**config.mk**
```make
export PLATFORM = sky130hd
export DESIGN_NAME = imem_loader_flat
export DESIGN_NICKNAME = d
export VERILOG_FILES = /design/src/rtl/imem_loader_pkg.sv /design/src/rtl/imem_loader_if.sv /design/src/rtl/imem_word_packer.sv /design/src/rtl/imem_loader.sv /design/src/flat_wrapper.sv
export SDC_FILE = /design/constraint.sdc
export NUM_CORES = 1
export LEC_CHECK = 0
export ABC_AREA = 1
export BUFFER_PORTS_ARGS = -buffer_cell sky130_fd_sc_hd__buf_4
export CORE_UTILIZATION = 55
export DETAILED_ROUTE_END_ITERATION = 16
export MAX_ROUTING_LAYER = met4
export PLACE_DENSITY = 0.81
export SYNTH_ARGS = -nofsm -noshare
export SYNTH_HDL_FRONTEND = slang
export SYNTH_SLANG_ARGS = --single-unit
```
**constraint.sdc**
```tcl
create_clock -name clk -period 5.35 [get_ports clk]
set_clock_uncertainty 0.05 [all_clocks]
set_input_delay 1.07 -clock clk [delete_from_list [all_inputs] [get_ports clk]]
set_output_delay 1.07 -clock clk [all_outputs]
set_load 0.02 [all_outputs]
```
**src/rtl/imem_loader_pkg.sv**
```systemverilog
// Shared state encoding and widths for the instruction-memory loader.
package imem_loader_pkg;

  localparam int LEN_W  = 16;
  localparam int BIDX_W = 2;

  typedef enum logic [2:0] {
    IDLE,
    LEN0,
    LEN1,
    DATA,
    CHK,
    DONE,
    ERR
  } state_t;

endpackage

```
**src/rtl/imem_loader_if.sv**
```systemverilog
// Byte-stream handshake and imem write-port bundles used by the loader.
interface imem_stream_if;
  logic [7:0] data;
  logic       valid;
  logic       ready;

  modport master (output data, output valid, input ready);
  modport slave  (input data, input valid, output ready);
endinterface

interface imem_wr_if #(
  parameter int ADDR_W = 10
);
  logic              we;
  logic [ADDR_W-1:0] addr;
  logic [31:0]       wd;

  modport master (output we, output addr, output wd);
  modport slave  (input we, input addr, input wd);
endinterface

```
**src/rtl/imem_word_packer.sv**
```systemverilog
// Little-endian byte-to-word assembler: byte k of a word lands in bits [8k+7:8k].
module imem_word_packer
  import imem_loader_pkg::*;
(
  input  logic        clk,
  input  logic        rst,
  input  logic        clear,
  input  logic        en,
  input  logic [7:0]  din,
  output logic [31:0] word,
  output logic        last
);

  logic [23:0]       sh;
  logic [BIDX_W-1:0] idx;

  // The fourth byte is not stored; the word is presented as soon as it arrives.
  assign word = {din, sh};
  assign last = (idx == BIDX_W'(3));

  always_ff @(posedge clk) begin
    if (rst || clear) begin
      sh  <= '0;
      idx <= '0;
    end else if (en) begin
      sh  <= {din, sh[23:8]};
      idx <= idx + 1'b1;
    end
  end

endmodule

```
**src/rtl/imem_loader.sv**
```systemverilog
// Byte-stream program loader: writes LE words into imem and holds the core in reset until done.
// Optional trailing XOR checksum byte: define IMEM_LOADER_CHECKSUM_EN.
//
// state | meaning
// IDLE  | waiting for start, core held in reset
// LEN0  | expecting word-count low byte
// LEN1  | expecting word-count high byte
// DATA  | streaming image bytes into imem words
// CHK   | expecting XOR checksum byte (checksum build only)
// DONE  | image loaded, core released
// ERR   | load rejected, core held in reset
module imem_loader
  import imem_loader_pkg::*;
#(
  parameter int ADDR_W    = 10,
  parameter int MAX_WORDS = 1024
) (
  input  logic         clk,
  input  logic         rst,
  input  logic         start,
  imem_stream_if.slave s,
  imem_wr_if.master    imem,
  output logic         busy,
  output logic         done,
  output logic         err,
  output logic         core_rst_n
);

  state_t           state;
  logic [7:0]       len_lo;
  logic [LEN_W-1:0] len;
  logic [LEN_W-1:0] wcnt;
  logic [LEN_W-1:0] len_in;
  logic             acc;
  logic             idle_like;
  logic [31:0]      word;
  logic             word_last;
`ifdef IMEM_LOADER_CHECKSUM_EN
  logic [7:0]       csum;
`endif

  assign acc       = s.valid && s.ready;
  assign len_in    = {s.data, len_lo};
  assign idle_like = (state == IDLE) || (state == DONE) || (state == ERR);

  imem_word_packer u_packer (
    .clk   (clk),
    .rst   (rst),
    .clear (start && idle_like),
    .en    (acc && (state == DATA)),
    .din   (s.data),
    .word  (word),
    .last  (word_last)
  );

  always_ff @(posedge clk) begin
    if (rst) begin
      state      <= IDLE;
      s.ready    <= 1'b0;
      imem.we    <= 1'b0;
      imem.addr  <= '0;
      imem.wd    <= '0;
      busy       <= 1'b0;
      done       <= 1'b0;
      err        <= 1'b0;
      core_rst_n <= 1'b0;
      len_lo     <= '0;
      len        <= '0;
      wcnt       <= '0;
`ifdef IMEM_LOADER_CHECKSUM_EN
      csum       <= '0;
`endif
    end else begin
      imem.we <= 1'b0;
      case (state)
        IDLE, DONE, ERR: begin
          // DONE is entered one cycle before its outputs so they follow the last write.
          if (state == DONE) begin
            done       <= 1'b1;
            busy       <= 1'b0;
            core_rst_n <= 1'b1;
          end
          if (start) begin
            state      <= LEN0;
            s.ready    <= 1'b1;
            busy       <= 1'b1;
            done       <= 1'b0;
            err        <= 1'b0;
            core_rst_n <= 1'b0;
            wcnt       <= '0;
`ifdef IMEM_LOADER_CHECKSUM_EN
            csum       <= '0;
`endif
          end
        end
        LEN0: begin
          if (acc) begin
            len_lo <= s.data;
            state  <= LEN1;
`ifdef IMEM_LOADER_CHECKSUM_EN
            csum   <= csum ^ s.data;
`endif
          end
        end
        LEN1: begin
          if (acc) begin
            len <= len_in;
`ifdef IMEM_LOADER_CHECKSUM_EN
            csum <= csum ^ s.data;
`endif
            if (len_in == '0) begin
`ifdef IMEM_LOADER_CHECKSUM_EN
              state <= CHK;
`else
              state      <= DONE;
              s.ready    <= 1'b0;
              busy       <= 1'b0;
              done       <= 1'b1;
              core_rst_n <= 1'b1;
`endif
            end else if (32'(len_in) > MAX_WORDS) begin
              state   <= ERR;
              s.ready <= 1'b0;
              busy    <= 1'b0;
              err     <= 1'b1;
            end else begin
              state <= DATA;
            end
          end
        end
        DATA: begin
          if (acc) begin
`ifdef IMEM_LOADER_CHECKSUM_EN
            csum <= csum ^ s.data;
`endif
            if (word_last) begin
              imem.we   <= 1'b1;
              imem.wd   <= word;
              imem.addr <= wcnt[ADDR_W-1:0];
              wcnt      <= wcnt + LEN_W'(1);
              if ((wcnt + LEN_W'(1)) == len) begin
`ifdef IMEM_LOADER_CHECKSUM_EN
                state <= CHK;
`else
                state   <= DONE;
                s.ready <= 1'b0;
`endif
              end
            end
          end
        end
`ifdef IMEM_LOADER_CHECKSUM_EN
        CHK: begin
          if (acc) begin
            s.ready <= 1'b0;
            busy    <= 1'b0;
            if (s.data == csum) begin
              state      <= DONE;
              done       <= 1'b1;
              core_rst_n <= 1'b1;
            end else begin
              state <= ERR;
              err   <= 1'b1;
            end
          end
        end
`endif
        default: begin
          state      <= ERR;
          s.ready    <= 1'b0;
          busy       <= 1'b0;
          err        <= 1'b1;
          core_rst_n <= 1'b0;
        end
      endcase
    end
  end

endmodule

```
**src/flat_wrapper.sv**
```systemverilog
// flat-port wrapper written by rule: the top's interface ports become plain ports
module imem_loader_flat import imem_loader_pkg::*;
#(
  parameter int ADDR_W    = 10,
  parameter int MAX_WORDS = 1024
)
  (clk, rst, start, busy, done, err, core_rst_n, s_data, s_valid, s_ready, imem_we, imem_addr, imem_wd);
  imem_stream_if s_i ();
  imem_wr_if #(.ADDR_W(ADDR_W)) imem_i ();
  input  logic clk;
  input  logic rst;
  input  logic start;
  output logic busy;
  output logic done;
  output logic err;
  output logic core_rst_n;
  input wire logic [$bits(s_i.data)-1:0] s_data;
  input wire logic [$bits(s_i.valid)-1:0] s_valid;
  output wire logic [$bits(s_i.ready)-1:0] s_ready;
  output wire logic [$bits(imem_i.we)-1:0] imem_we;
  output wire logic [$bits(imem_i.addr)-1:0] imem_addr;
  output wire logic [$bits(imem_i.wd)-1:0] imem_wd;
  assign s_i.data = s_data;
  assign s_i.valid = s_valid;
  assign s_ready = s_i.ready;
  assign imem_we = imem_i.we;
  assign imem_addr = imem_i.addr;
  assign imem_wd = imem_i.wd;
  imem_loader #(.ADDR_W(ADDR_W), .MAX_WORDS(MAX_WORDS)) u_core (.clk(clk), .rst(rst), .start(start), .s(s_i), .imem(imem_i), .busy(busy), .done(done), .err(err), .core_rst_n(core_rst_n));
endmodule
```
**Word level (Yosys, flattened, before mapping)**

Index checks and enable logic that the tools add are counted.

- Register bits after elaboration: 117
- Output and inout port bits: 48
- Word-level logic and storage cells: 98

- Add/subtract/negate cells: 2
- Order comparisons: 1
- Equal/unequal tests: 18
- Mux-type cells: 36
- Bitwise gates (word level): 4
- Reduce and logical (&&, ||, !) cells: 23

Operators by type and width:

| operator | number |
|---|---|
| 16-bit 2-to-1 mux | 3 |
| 16-bit one-hot mux with 2 select lines | 1 |
| 3-bit 2-to-1 mux | 8 |
| 1-bit 2-to-1 mux | 18 |
| 16-bit by 1-bit adder with 16-bit output (second input constant) | 1 |
| 16-bit == test | 1 |
| 16-bit by 11-bit greater-than comparator with 1-bit output (second input constant) | 1 |
| 16-bit logical NOT | 1 |
| 4-bit AND reduction | 4 |
| 3-bit one-hot mux with 4 select lines | 1 |
| 2-bit by 1-bit inequality test with 1-bit output (second input constant) | 5 |
| 1-bit one-hot mux with 3 select lines | 3 |
| 2-bit inequality test (second input constant) | 4 |
| 7-bit AND reduction | 1 |
| 3-bit by 2-bit == test with 1-bit output (second input constant) | 2 |
| 3-bit == test (second input constant) | 2 |
| 6-bit AND reduction | 1 |
| 3-bit OR reduction | 2 |
| 5-bit AND reduction | 1 |
| 1-bit NOT | 4 |
| 1-bit one-hot mux with 4 select lines | 1 |
| 2-bit AND reduction | 2 |
| 2-bit nonzero test | 2 |
| 3-bit by 1-bit == test with 1-bit output (second input constant) | 1 |
| other kinds (10) | 14 |

**Logic depth before layout (Yosys ltp)**

Gate-level depths: netlist (run 1).

- Word-level depth: 6
- Mapped depth: 16
- Gate-level depth less buffers: 16

**Cells and area by module**

Synthesis (run 1) repeated with hierarchy kept, for this count alone.

- Cells, all modules: 780
- Area, all modules: 5,340.1 µm²

Modules (own cells, without submodules):

| module | times used | cells each | area each (µm²) |
|---|---|---|---|
| imem_loader | 1 | 607 | 4,187.8 |
| imem_word_packer | 1 | 173 | 1,152.4 |

**Worst setup path after synthesis (run 1)**

No wires, ideal clock.

- Path kind: input-to-reg
- Start: in s_valid
- End: reg u_core.s.ready
- Setup time: 115 ps
- Data arrival time: 2,157 ps
- Required time: 5,185 ps
- Slack: 3,028 ps
- Cell stages on the path: 13
- Cells stage by stage: nand2_1 a21oi_1 nand3_1 nor2_1 nand3_1 nor2_1 nand2_1 nor2_1 nand3_1 nand2_2 nand3_1 nand2_1 nor2_1

- Word-level cells in the longest chain between the ends: 3
- Elaborated cells between the ends (all ways): 4

RTL lines:

| item | line | source |
|---|---|---|
| start: declaration | flat_wrapper.sv:18 | `input wire logic [$bits(s_i.valid)-1:0] s_valid;` |
| 1-bit logical AND * | imem_loader.sv:42 | `assign acc = s.valid && s.ready;` |
| 2-bit by 1-bit inequality test with 1-bit output (no line) | -- |  |
| 7-bit AND reduction (no line) * | -- |  |
| end signal: assignment | imem_loader.sv:59 | `s.ready <= 1'b0;` |
| end signal: assignment | imem_loader.sv:85 | `s.ready <= 1'b1;` |
| end signal: assignment | imem_loader.sv:116 | `s.ready <= 1'b0;` |
| end: declaration | imem_loader_if.sv:8 | `modport slave (input data, input valid, output ready);` |

Every way passes the cells marked *; elsewhere a longest branch is shown, timed or not.
A chain may end at the register's enable or synchronous reset.

**Worst setup path after layout (run 1)**

- Start: in s_valid
- End: reg u_core.len[0]

- Word-level cells in the longest chain between the ends: 2

RTL lines:

| item | line | source |
|---|---|---|
| 1-bit logical AND | imem_loader.sv:42 |  |
| 2-bit AND reduction (no line) | -- |  |
| end signal: assignment | imem_loader.sv:107 | `len <= len_in;` |
| end: declaration | imem_loader.sv:31 | `logic [LEN_W-1:0] len;` |

Every way passes these cells.

==> results.yml, run 1 <==
pwr:
  p_leak_nw: 2.69
  peakVddDrop_mv: 0.390
  p_per_area_mw_per_mm2: 462
  fin_total_pwr_mw: 2.83
grt:
  grt_max_degree: 70
  antenna_found_initial: 0
  grt-ovfl-total: 0
  grt_pass1_wl_microns: 21700
  grt_pass1_vias: 4575
  track_usage_pct: 29.2
synthesis:
  synthAdderAreaFrac_pct: 0.495
  synth.avg_cell_area_sq_um: 7.21
  yosysSeqAreaShare_pct: 46.4
  synthMuxAreaShare_pct: 0
  postSynthCellCount: 701
  synth_top_area_share_pct: 46.4
  synth_cell_type_count: 32
  ys_seq_elements: 117
  yosys.area.top_type: "dfxtp_1"
  synth_simple_gate_area_share_pct: 29.8
  synth_compound_area_share_pct: 15.8
  synthTopCellsByArea: "dfxtp_1 (46%), nand2_1 (14%), a21oi_1 (7.1%)"
  synth-xor-area-share_pct: 0.347
  syn-cell-area_sq_mm: 0.00505
  yosysWarnings: 0
  syn_nets: 715
  synth_top_family_by_area: "simple AND/OR/NAND/NOR gates"
route:
  ant_nets: 0
  drt_pass1_iterations: 11
  vias: 4990
  wl_met3_microns: 885
  drt_iter0_markers: 527
  vias_per_cell: 5.71
  highest_layer: "met4"
  wl_met1_microns: 5690
  drc: 6
  wirelength_microns: 13100
  routedWlPerCell_microns: 15.0
  wl_met2_microns: 6260
timing:
  worst_pin_slew_ns: 1.14
  drv_slew: 0
  setup_viol: 0
  finalWorstSetupSlack_ns: 2.41
  hold_viol_final: 0
  fin_setup_tns_ns: 0
  fmax_ghz: 0.341
  whs_ns: 0.414
  rsz0062_at_grt: "false"
  period_needed_ns: 2.94
  finalCritPeriodShare_pct: 54.9
  max_slew_margin_pct: 23.4
critical_path:
  endpoint_kind: "register"
  cp_top_family: "simple AND/OR/NAND/NOR gates"
  cp_max_fo: 23
  critPathSlowestCell: "nor2_1"
  path_buf_inv: 2
  max_stage_delay_ns: 0.96
  startpoint_type: "input port"
  worstSetupPathType: "in -> reg"
  crit_chain: "buf_4 > nand2_1 > nor2_1 > clkinv_1 > o21ai_0 > a21oi_1"
  cp.arrival_ns: 3.27
  cp.required_ns: 5.69
layout:
  final_cell_area_sq_mm: 0.00612
  layout_common_cells: "nand2_1 (183), dfxtp_1 (117), a21oi_1 (72)"
  stdcell_count: 874
  final_nets: 767
  n_antenna_cell: 0
  area_delta_synth_final_pct: 21.2
  drive_above_1_share_pct: 14.9
  fin_util_pct: 69.5
  layout_commonest_cell: "nand2_1"
status:
  violations: "design-rule violations"
  status: "finished with violations"
place:
  dp.cells: 842
  place.gp.congestion: 0.945
  dpl_cell_area_sq_mm: 0.00552
  dp_hpwl_microns: 8930
  numPortBuffers: 59
  preCtsSetupSlack_ns: 1.98
clock_network:
  clk_latency_ns: 0.51
  htree_levels: 4
  cts_buffer_depth: 2
  cts_hold_buf: 0
  cts_buffers: 17
  cts.sinks: 117
  path_clk_slew_ns: 0.06
  root_buffer: "clkbuf_8"
  postCtsSetupRepairBufs: 0
  tritoncts: "built"
  post_cts_resize_count: 0
floorplan:
  core_area_sq_mm: 0.00881
  dieArea_sq_mm: 0.00957
  boundaryPins: 60
  rows: 34
  start_util_pct: 57.4
  die_h_microns: 97.8
  fp.dieW_microns: 97.8
worst_hold_path:
  min_path_type: "reg -> reg"
flow_run:
  cap_violations: 0
[flip-flops by register name, summed over array words and instances (netlist names), 2 cells and up]
register and flops:
u_core.imem.addr 10, u_core.imem.wd 32, u_core.len 16, u_core.len_lo 8, u_core.state 3, u_core.u_packer.idx 2
u_core.u_packer.sh 24, u_core.wcnt 16
[cell families (layout without fill, tap and decap cells)]
group / count (synthesis) / after routing
AND/OR/NAND/NOR: 339 / 339
flip-flops: 117 / 117
AO/OA/AOI/OAI: 150 / 150
buffers and inverters: 91 / 156
adder cells (fa/ha/maj): 2 / 2
XOR/XNOR: 2 / 2
[metal layers]
layer | GRT usage [%] | vias to the layer above
met3 | 7.02 | 31
met4 | 10.7 | 0
met1 | 36.5 | 2331
met5 | - | -
li1 | - | 2409
met2 | 45.8 | 219
[worst min-delay path: cells and delay by family (launching register included)]
kind | cells | cell delay, ns
flops | 1 | 0.31
simple gates | 1 | 0.06
compound gates | 1 | 0.05
[synth_stat cells (all sizes together)]
cell type,count
o21ai,57
clkbuf,18
o21a,1
dfxtp,117
nor4,1
or2,1
a211oi,10
xnor2,2
nand4,5
buf,9
nor3,5
inv,62
o21ba,1
nand3b,6
clkinv,2
a21oi,73
a31oi,8
nand2,188
ha,2
nand3,60
nor2,72
nor3b,1
[report_power, final]
part,internal (mW),switching [mW]
Clock,0.725,0.413
Combinational,0.209,0.460
Sequential,0.952,0.0728
Total,1.89,0.945
[final timing paths]
| path | slack (ns) | from | to | cells after the start |
|---|---|---|---|---|
| hold reg to reg | 0.41 | u_core.busy$_SDFFE_PP0P_ | u_core.busy$_SDFFE_PP0P_ | 2 |
| setup / recovery | 2.41 | s_valid | u_core.len[0]$_SDFFE_PP0P_ | 6 |
| hold / removal | 0.41 | u_core.busy$_SDFFE_PP0P_ | u_core.busy$_SDFFE_PP0P_ | 2 |
| setup reg to reg | 2.57 | u_core.state[1]$_SDFFE_PP0P_ | u_core.len[0]$_SDFFE_PP0P_ | 7 |
[cell type report]
type                            count  area (sq um)
Tap cell                          108           135
Timing Repair Buffer               60           450
Inverter                           64           245
Clock inverter                     14           175
Clock buffer                       18           428
Sequential cell                   117          2340
Fill cell                         695          2680
Multi-Input combinational cell    493          2350
Note: power is estimated with default switching activity, not from simulation.
==> inputs of run 2 (changes only) <==
- ABC_AREA: 1 -> 0
- clock period: 5.35 -> 2.84 ns (I/O delays scaled with it)
==> run 2 against run 1 <==
Net effect: global-route usage is 0.054 points higher; the run still ends with design-rule violations left; final area decreased by 0.20%; largest power group unchanged; die area grew 0.37%; critical path type is now reg -> reg; synthesized cell count decreased by 7.4%; sequential power up 73%.
==> results.yml, run 2 <==
critical_path:
  cp_max_fo: 7
  cp.required_ns: 3.22
  path_buf_inv: 0
  max_stage_delay_ns: 0.50
  cp.arrival_ns: 2.88
  startpoint_type: "register"
  endpoint_kind: "register"
  worstSetupPathType: "reg -> reg"
  critPathSlowestCell: "nor4_1"
  crit_chain: "ha_1 > and3_1 > nand3_1 > xnor2_1 > nor4_1 > o2111ai_1 > a221oi_1"
  cp_top_family: "simple AND/OR/NAND/NOR gates"
synthesis:
  synth_cell_type_count: 56
  yosysWarnings: 0
  ys_seq_elements: 117
  synth_async_sr_flop_share_pct: 0
  synth_top_flop_cell: "dfxtp_1"
  syn-cell-area_sq_mm: 0.00507
  synth_most_common_cell: "nand2_1"
  synth_common_cells: "nand2_1 (192), dfxtp_1 (117), a21oi_1 (108), nor2_1 (34), clkbuf_1 (29)"
  synth-edff-count: 0
  synthTopCellsByArea: "dfxtp_1 (46%), nand2_1 (14%), a21oi_1 (11%)"
  synth.avg_cell_area_sq_um: 7.81
  yosys.area.top_type: "dfxtp_1"
  synth_top_area_share_pct: 46.2
  yosysSeqAreaShare_pct: 46.2
  postSynthCellCount: 649
  syn_nets: 663
route:
  ant_nets: 0
  drc: 6
  vias_per_cell: 5.81
  wirelength_microns: 13100
  vias: 4741
  drt_iter0_markers: 363
  routedWlPerCell_microns: 16.1
  drt_pass1_iterations: 12
layout:
  n_antenna_cell: 0
  layout_common_cells: "nand2_1 (192), dfxtp_1 (117), a21oi_1 (108)"
  fin_util_pct: 69.4
  final_nets: 709
  area_delta_synth_final_pct: 20.5
  top_regs: "u_core.imem.wd x32, u_core.u_packer.sh x24"
  largest_register_ffs: 32
  drive_above_1_share_pct: 16.8
  layout_commonest_cell: "nand2_1"
  largest_register: "u_core.imem.wd"
place:
  dp_hpwl_microns: 8860
  numPortBuffers: 59
  place.gp.congestion: 0.911
clock_network:
  cts_hold_buf: 0
  post_cts_resize_count: 0
  path_clk_slew_ns: 0.06
  tritoncts: "built"
  root_buffer: "clkbuf_8"
  htree_levels: 4
  clk_latency_ns: 0.52
  cts.sinks: 117
  cts_buffers: 17
  postCtsSetupRepairBufs: 0
  cts_buffer_depth: 2
timing:
  worst_pin_slew_ns: 0.605
  hold_viol_final: 0
  fin_setup_tns_ns: 0
  fmax_ghz: 0.400
  rsz0062_at_grt: "false"
  period_needed_ns: 2.50
  drv_slew: 0
  finalCritPeriodShare_pct: 88.0
  setup_viol: 0
  max_slew_margin_pct: 59.2
grt:
  grt_max_degree: 41
  track_usage_pct: 29.2
  antenna_found_initial: 0
  grt-ovfl-total: 0
  grt_pass1_vias: 4323
  grt_pass1_wl_microns: 21500
floorplan:
  fp.dieW_microns: 98.0
  boundaryPins: 60
  dieArea_sq_mm: 0.00961
  die_h_microns: 98.0
  core_area_sq_mm: 0.00881
  start_util_pct: 57.6
  rows: 34
pwr:
  peakVddDrop_mv: 0.419
  p_leak_nw: 2.18
  p_per_area_mw_per_mm2: 719
worst_hold_path:
  min_path_type: "in -> reg"
status:
  violations: "design-rule violations"
  status: "finished with violations"
flow_run:
  cap_violations: 0
## run 2: cells by family (layout without fill, tap and decap cells)
logic type	Yosys count	after routing	share of synthesized area [%]
flops	117	117	46.2
xor+xnor	26	26	4.49
simple gates	288	288	25.0
mux	8	8	1.58
fa+ha+maj	2	2	0.494
compound gates	156	156	17.7
buf+inv	52	111	4.52
## run 2: final timing paths
kind	startpoint	end	slack (ns)	cells past startpoint
setup / recovery	u_core.wcnt[1]$_SDFFE_PP0P_	u_core.state[2]$_SDFFE_PP0P_	0.34	7
hold / removal	s_data[0]	u_core.imem.wd[24]$_SDFFE_PP0P_	0.28	3
setup reg to reg	u_core.wcnt[1]$_SDFFE_PP0P_	u_core.state[2]$_SDFFE_PP0P_	0.34	7
hold reg to reg	u_core.imem.addr[4]$_SDFFE_PP0P_	u_core.imem.addr[4]$_SDFFE_PP0P_	0.40	2
## run 2: metal layers
metal | wire, microns | track usage [%]
met5 | 0 | -
met4 | 140 | 9.32
met2 | 6240 | 45.4
met3 | 887 | 6.08
met1 | 5880 | 38.1
## run 2: area by class of cell
type	count	area (sq um)
Clock inverter	14	141
Clock buffer	18	418
Fill cell	733	2700
Sequential cell	117	2340
Timing Repair Buffer	73	548
Tap cell	108	135
Multi-Input combinational cell	480	2500
Inverter	6	22.5
## run 2: metrics by stage
stage | setup WS (ns) | cells | hold WS [ns] | instance area [sq um] | total power, mW
final | 0.342 | 816 | 0.277 | 6110 | 4.40
after global routing | 0.102 | 816 | 0.269 | 6110 | 4.57
after CTS | 0.383 | 816 | 0.271 | 6110 | 4.39
after detailed placement | 0.329 | 784 | 0.398 | 5550 | 2.40
after global placement | 0.335 | 784 | 0.392 | 5550 | 2.40
after floorplan | 0.566 | 649 | 0.382 | 5070 | 2.23
## run 2: worst min-delay path: stages
cell and delay, ns:
buf_4 0.13, nand2_1 0.05, a21oi_1 0.05
## run 2: power breakdown
part           total, mW  switching (mW)  internal, mW
clock               2.01           0.829          1.18
sequential          1.76          0.0718          1.69
combinational      0.626           0.405         0.221
